===== src/rtl/f8_romc_mem.sv =====
// F8 program-storage responder: decodes the ROMC code of each machine cycle, keeps PC0/PC1/DC0/DC1
// and turns memory references into a request/ready handshake toward the SRAM controller.
module f8_romc_mem #(
   parameter logic [15:0] RESET_PC = 16'h0000
) (
   input  logic        clk,
   input  logic        rst,
   input  logic [4:0]  romc,
   input  logic        write,
   input  logic [7:0]  db_in,
   output logic [7:0]  db_out,
   output logic        db_t,
   output logic [15:0] mem_addr,
   output logic        mem_rd,
   output logic        mem_wr,
   output logic [7:0]  mem_wdata,
   input  logic [7:0]  mem_rdata,
   input  logic        mem_ready,
   output logic        late
);

   typedef enum logic [2:0] {S_IDLE, S_READ, S_DRIVE, S_WAIT, S_WPEND} state_t;

   state_t      state, state_nxt;
   logic        write_q, cs, commit, cs_pend, start, update;
   logic [4:0]  code, start_code;
   logic [15:0] pc0, pc1, dc0, dc1, start_addr;
   logic [7:0]  start_drive;

   function automatic logic is_mem_rd(input logic [4:0] c);
      case (c)
         5'h00, 5'h01, 5'h02, 5'h03, 5'h0C, 5'h0E, 5'h11: return 1'b1;
         default: return 1'b0;
      endcase
   endfunction

   function automatic logic is_reg_rd(input logic [4:0] c);
      case (c)
         5'h06, 5'h07, 5'h09, 5'h0B, 5'h1E, 5'h1F: return 1'b1;
         default: return 1'b0;
      endcase
   endfunction

   function automatic state_t enter(input logic [4:0] c);
      if (is_mem_rd(c))      return S_READ;
      else if (is_reg_rd(c)) return S_DRIVE;
      else                   return S_WAIT;
   endfunction

   function automatic logic signed [15:0] sext(input logic signed [7:0] b);
      return 16'(b);
   endfunction

   always_ff @(posedge clk) write_q <= write;

   assign cs     = write_q & ~write;
   assign commit = ~write_q & write;

   always_ff @(posedge clk) begin
      if (rst) state <= S_IDLE;
      else     state <= state_nxt;
   end

   always_comb begin
      state_nxt = state;
      case (state)
         S_IDLE:  if (cs) state_nxt = enter(romc);
         S_READ:  if (commit) state_nxt = S_IDLE;
                  else if (mem_ready) state_nxt = S_DRIVE;
         S_DRIVE: if (commit) state_nxt = S_IDLE;
         S_WAIT:  if (commit) state_nxt = (code == 5'h05) ? S_WPEND : S_IDLE;
         S_WPEND: if (mem_ready) state_nxt = (cs_pend || cs) ? enter(start_code) : S_IDLE;
         default: state_nxt = S_IDLE;
      endcase
   end

   // A cycle start that arrived during a pending write is replayed with the latched code.
   always_comb begin
      start_code  = (state == S_WPEND && cs_pend) ? code : romc;
      start       = (state == S_IDLE && cs) || (state == S_WPEND && mem_ready && (cs_pend || cs));
      update      = commit && (state == S_READ || state == S_DRIVE || state == S_WAIT);
      start_addr  = (start_code == 5'h02) ? dc0 : pc0;
      start_drive = 8'h00;
      case (start_code)
         5'h06:   start_drive = dc0[15:8];
         5'h09:   start_drive = dc0[7:0];
         5'h07:   start_drive = pc1[15:8];
         5'h0B:   start_drive = pc1[7:0];
         5'h1E:   start_drive = pc0[7:0];
         5'h1F:   start_drive = pc0[15:8];
         default: start_drive = 8'h00;
      endcase
   end

   always_ff @(posedge clk) begin
      if (rst) begin
         pc0 <= RESET_PC; pc1 <= RESET_PC; dc0 <= RESET_PC; dc1 <= RESET_PC;
         db_out <= 8'h00; db_t <= 1'b1;
         mem_rd <= 1'b0; mem_wr <= 1'b0; mem_addr <= 16'h0000; mem_wdata <= 8'h00;
         late <= 1'b0; code <= 5'h00; cs_pend <= 1'b0;
      end else begin
         if (start) begin
            code    <= start_code;
            cs_pend <= 1'b0;
            db_t    <= 1'b1;
            if (is_mem_rd(start_code)) begin
               mem_rd   <= 1'b1;
               mem_addr <= start_addr;
            end else if (is_reg_rd(start_code)) begin
               db_out <= start_drive;
               db_t   <= 1'b0;
            end
         end else if (state == S_WPEND && cs) begin
            code    <= romc;
            cs_pend <= 1'b1;
         end
         if (state == S_READ) begin
            if (mem_ready) begin
               db_out <= mem_rdata;
               db_t   <= 1'b0;
               mem_rd <= 1'b0;
            end else if (commit) begin
               late   <= 1'b1;
               mem_rd <= 1'b0;
            end
         end
         if (state == S_WPEND && mem_ready) mem_wr <= 1'b0;
         // Commit: the bus is released and the code's register update applied with db_in.
         if (update) begin
            db_t <= 1'b1;
            case (code)
               5'h00, 5'h03: pc0 <= pc0 + 16'h0001;
               5'h01:        pc0 <= pc0 + $unsigned(sext(db_in));
               5'h02:        dc0 <= dc0 + 16'h0001;
               5'h04:        pc0 <= pc1;
               5'h05: begin
                  dc0       <= dc0 + 16'h0001;
                  mem_wr    <= 1'b1;
                  mem_addr  <= dc0;
                  mem_wdata <= db_in;
               end
               5'h08: begin
                  pc1 <= pc0;
                  pc0 <= {db_in, db_in};
               end
               5'h0A:        dc0 <= dc0 + $unsigned(sext(db_in));
               5'h0C, 5'h17: pc0[7:0] <= db_in;
               5'h0D:        pc1 <= pc0 + 16'h0001;
               5'h0E, 5'h19: dc0[7:0] <= db_in;
               5'h11, 5'h16: dc0[15:8] <= db_in;
               5'h0F, 5'h12: begin
                  pc1      <= pc0;
                  pc0[7:0] <= db_in;
               end
               5'h13, 5'h14: pc0[15:8] <= db_in;
               5'h15:        pc1[15:8] <= db_in;
               5'h18:        pc1[7:0] <= db_in;
               5'h1D: begin
                  dc0 <= dc1;
                  dc1 <= dc0;
               end
               default: ;
            endcase
         end
      end
   end

endmodule


===== config.mk =====
export PLATFORM = sky130hd
export DESIGN_NAME = f8_romc_mem
export DESIGN_NICKNAME = d
export VERILOG_FILES = /design/src/rtl/f8_romc_mem.sv
export SDC_FILE = /design/constraint.sdc
export NUM_CORES = 1
export LEC_CHECK = 0
export CORE_ASPECT_RATIO = 1.75
export CORE_MARGIN = 4
export CORE_UTILIZATION = 29
export DETAILED_ROUTE_END_ITERATION = 8
export PLACE_DENSITY_LB_ADDON = 0.25
export SLEW_MARGIN = 20
export SYNTH_ARGS = -nofsm -noshare
export SYNTH_HDL_FRONTEND = slang
export SYNTH_SLANG_ARGS = --single-unit

===== constraint.sdc =====
create_clock -name clk -period 5.9 [get_ports clk]
set_input_delay 1.18 -clock clk [delete_from_list [all_inputs] [get_ports clk]]
set_output_delay 1.18 -clock clk [all_outputs]
set_load 0.05 [all_outputs]

==> qor.txt <==
Std-Cell Rows = 81
Clock net sink count = 110
Vias = 8,916
# DRC = 0
Main synth FF type = dfxtp_1
LEAKAGE = 3.22 nW
Fmax achieved = 0.265 GHz
Die width = 136 microns
Gpl congestion = 0.952
Worst path most repeated cell = nand2_1
Post-synthesis sequential element count = 110
Slowest cell on the critical path = nor3b_4
Status = finished clean
CP arrival = 4.09 ns
Mapped Nets = 1,162
Final hold violation count = 0
DRT Pass-1 Iters = 5
Setup TNS after final layout = 0 ns
Final wirelength = 33,600 microns
Largest net degree at the start of global routing = 55
Async SR Flop Fraction = 0
Register area = 2200 sq um
Critical path depth = 7
Starting DRT DRC Count = 822
Max Cap Viol = 0
Global-route wire length before repair = 51,800 microns
Worst path buffer plus inverter count = 1
Hold-fix buffers at CTS = 0
Nets = 1,173
H-tree depth = 3
Share of cells above drive strength 1 = 0.0652
Synth top area share = 0.264
Drt wl/cell = 22.5 microns
Vias in the first global route = 8,796
Synthesized area = 8330 sq um
Synth cell types = 87
Critical path data required time = 6.22 ns
Crit-path max FO = 16
Crit-path cells = clkdlybuf4s50_1 > nand2_1 > or3_1 > a311oi_4 > nor3b_4 > a22oi_1 > nand2_1
Num CTS Buffers = 9
Clk Latency, worst-skew pair = 0.38 ns
Worst min path class = reg2reg
Synth Area per Inst = 7.55 sq um
Peak VDD IR = 0.160 mV
Fillers = 3,093
Design area = 9490 sq um
Post-CTS resize count = 0
Area delta synth->final = 13.9%
Number of synthesized flops with an enable pin = 0
Cells on worst reg2reg path = 8
Synth area leader = dfxtp_1
GRT Util Overall = 0.213
Startpoint types = input pin
RSZ-0062 raised after global routing = false
Synth Warn # = 0
Worst-Margin Slew = 1.10 ns
Post-DP Area = 9170 sq um
Largest stage delay, worst path = 0.84 ns
CTS Buffer Depth = 2
Antenna Cells = 0
Root Driver = clkbuf_16
Initial Util = 0.296
Slew headroom = 0.261
CTS tree = done
Clk_skew = 0.0102 ns
# Post-CTS Setup Buffers = 0
Slew Limit Fails = 0
Cell with the most instances after synthesis = nand2_1
Core Box Area = 28,200 sq um
Tmin final = 3.77 ns
Die area = 31,600 sq um
Die height = 232 microns
PwrDens = 213 nW/um^2
Commonest cells post-synth = nand2_1, dfxtp_1, a21oi_1
Gr ovfl total = 0
Post-synthesis sequential area ratio = 0.264
Synth Instances = 1,103
Initial antenna violation count = 0
Dpl ws = 1.77 ns
Fin worst setup slack = 2.13 ns
Io pins = 61
Critical path class = in2reg
Multi-input gate area = 5650 sq um
CP Capture Type = register
Vias per cell = 5.98
Final Cycle Share = 0.639
DP Wirelength = 24,800 microns
I/O Buffers = 60
Cell family with most CP delay = simple AND/OR/NAND/NOR gates
Clock transition at path regs = 0.08 ns
Overall Power = 2.02 mW
# setup viols final = 0
Post-DRT Antenna Nets = 0
Hold Path Depth = 2
Synth area leaders = dfxtp_1, a21oi_1, nand2_1
==> sequential cells by signal, summed over array words and instances (netlist names) <==
signal	flops
dc0	16
dc1	16
mem_addr	16
pc0	16
pc1	16
db_out	8
mem_wdata	8
code	5
state	3
cs_pend	1
db_t	1
late	1
mem_rd	1
mem_wr	1
write_q	1
==> cell type report <==
type	count	share of cell area
well taps	373	0.0492
clock inverters	7	0.00910
multi-input cells	886	0.596
repair buffers	82	0.0799
clock buffers	9	0.0237
inverters	25	0.00989
flip-flops and latches	110	0.232
==> layout by cell type (no fill, tap or decap), types with 4 or more instances in the layout <==
| master | netlist | routed |
|---|---|---|
| a221o_1 | 11 | 11 |
| a21oi_1 | 102 | 102 |
| a222oi_1 | 17 | 17 |
| nor2_1 | 91 | 89 |
| nand3_1 | 58 | 58 |
| a22oi_2 | 10 | 10 |
| nor3_1 | 22 | 22 |
| clkbuf_16 | 0 | 9 |
| a21o_1 | 10 | 10 |
| nor4_1 | 6 | 6 |
| nand4_1 | 13 | 13 |
| inv_1 | 23 | 23 |
| a22oi_1 | 25 | 25 |
| a31oi_1 | 22 | 22 |
| and3_1 | 8 | 8 |
| or2_2 | 5 | 5 |
| a32oi_1 | 4 | 4 |
| xnor2_1 | 24 | 24 |
| clkdlybuf4s50_1 | 0 | 59 |
| dfxtp_1 | 110 | 110 |
| ha_1 | 32 | 32 |
| a221oi_1 | 29 | 29 |
| nand2b_1 | 13 | 13 |
| buf_4 | 3 | 21 |
| mux2i_1 | 8 | 8 |
| a22o_1 | 6 | 6 |
| a211oi_1 | 12 | 12 |
| o21a_1 | 10 | 10 |
| o31ai_1 | 6 | 6 |
| nand2_1 | 122 | 122 |
| xor2_1 | 15 | 15 |
| o32ai_1 | 6 | 6 |
| nor2b_1 | 12 | 12 |
| a2111oi_0 | 4 | 4 |
| o21ai_0 | 78 | 78 |
| o211ai_1 | 15 | 15 |
| or3_1 | 10 | 10 |
| o22ai_1 | 8 | 8 |
==> tightest hold or removal path, delay by kind of cell, from the launching register on <==
family,cells,cell delay (ns)
simple gates,2,0.09
flops,1,0.31
==> report_power, final <==
part | switching (mW) | leakage (nW) | internal [mW]
sequential | 0.0747 | 0.888 | 0.770
combinational | 0.324 | 2.18 | 0.177
clock | 0.331 | 0.156 | 0.340
==> cells by family after synthesis <==
| kind of cell | synth area share |
|---|---|
| compound gates | 0.343 |
| mux | 0.0123 |
| fa+ha+maj | 0.0529 |
| simple gates | 0.228 |
| xor+xnor | 0.0410 |
| buf+inv | 0.0578 |
| flops | 0.264 |
==> per-layer routing <==
metal | up-vias | global-route usage | part of all wire
li1 | 4193 | - | -
met1 | 4277 | 0.245 | 0.39
met2 | 343 | 0.361 | 0.50
met3 | 103 | 0.0306 | 0.050
met4 | 0 | 0.139 | 0.064
met5 | - | 0 | 0
==> final timing paths <==
check                    start      endpoint  slack, ns
setup / recovery       romc[3]   mem_addr[4]       2.13
hold / removal    mem_addr[14]  mem_addr[14]       0.44
setup reg to reg       code[3]        dc0[2]       2.19
hold reg to reg   mem_addr[14]  mem_addr[14]       0.44
==> metrics by stage <==
step | hold WS (ns) | utilization | std cells
floorplan | 0.436 | - | 1103
global placement | 0.428 | 0.325 | 1475
detailed placement | 0.429 | 0.325 | 1475
CTS | 0.440 | 0.336 | 1491
global route | 0.452 | 0.337 | 1492
finish | 0.438 | 0.337 | 1492
Note: power is estimated with default switching activity, not from simulation.
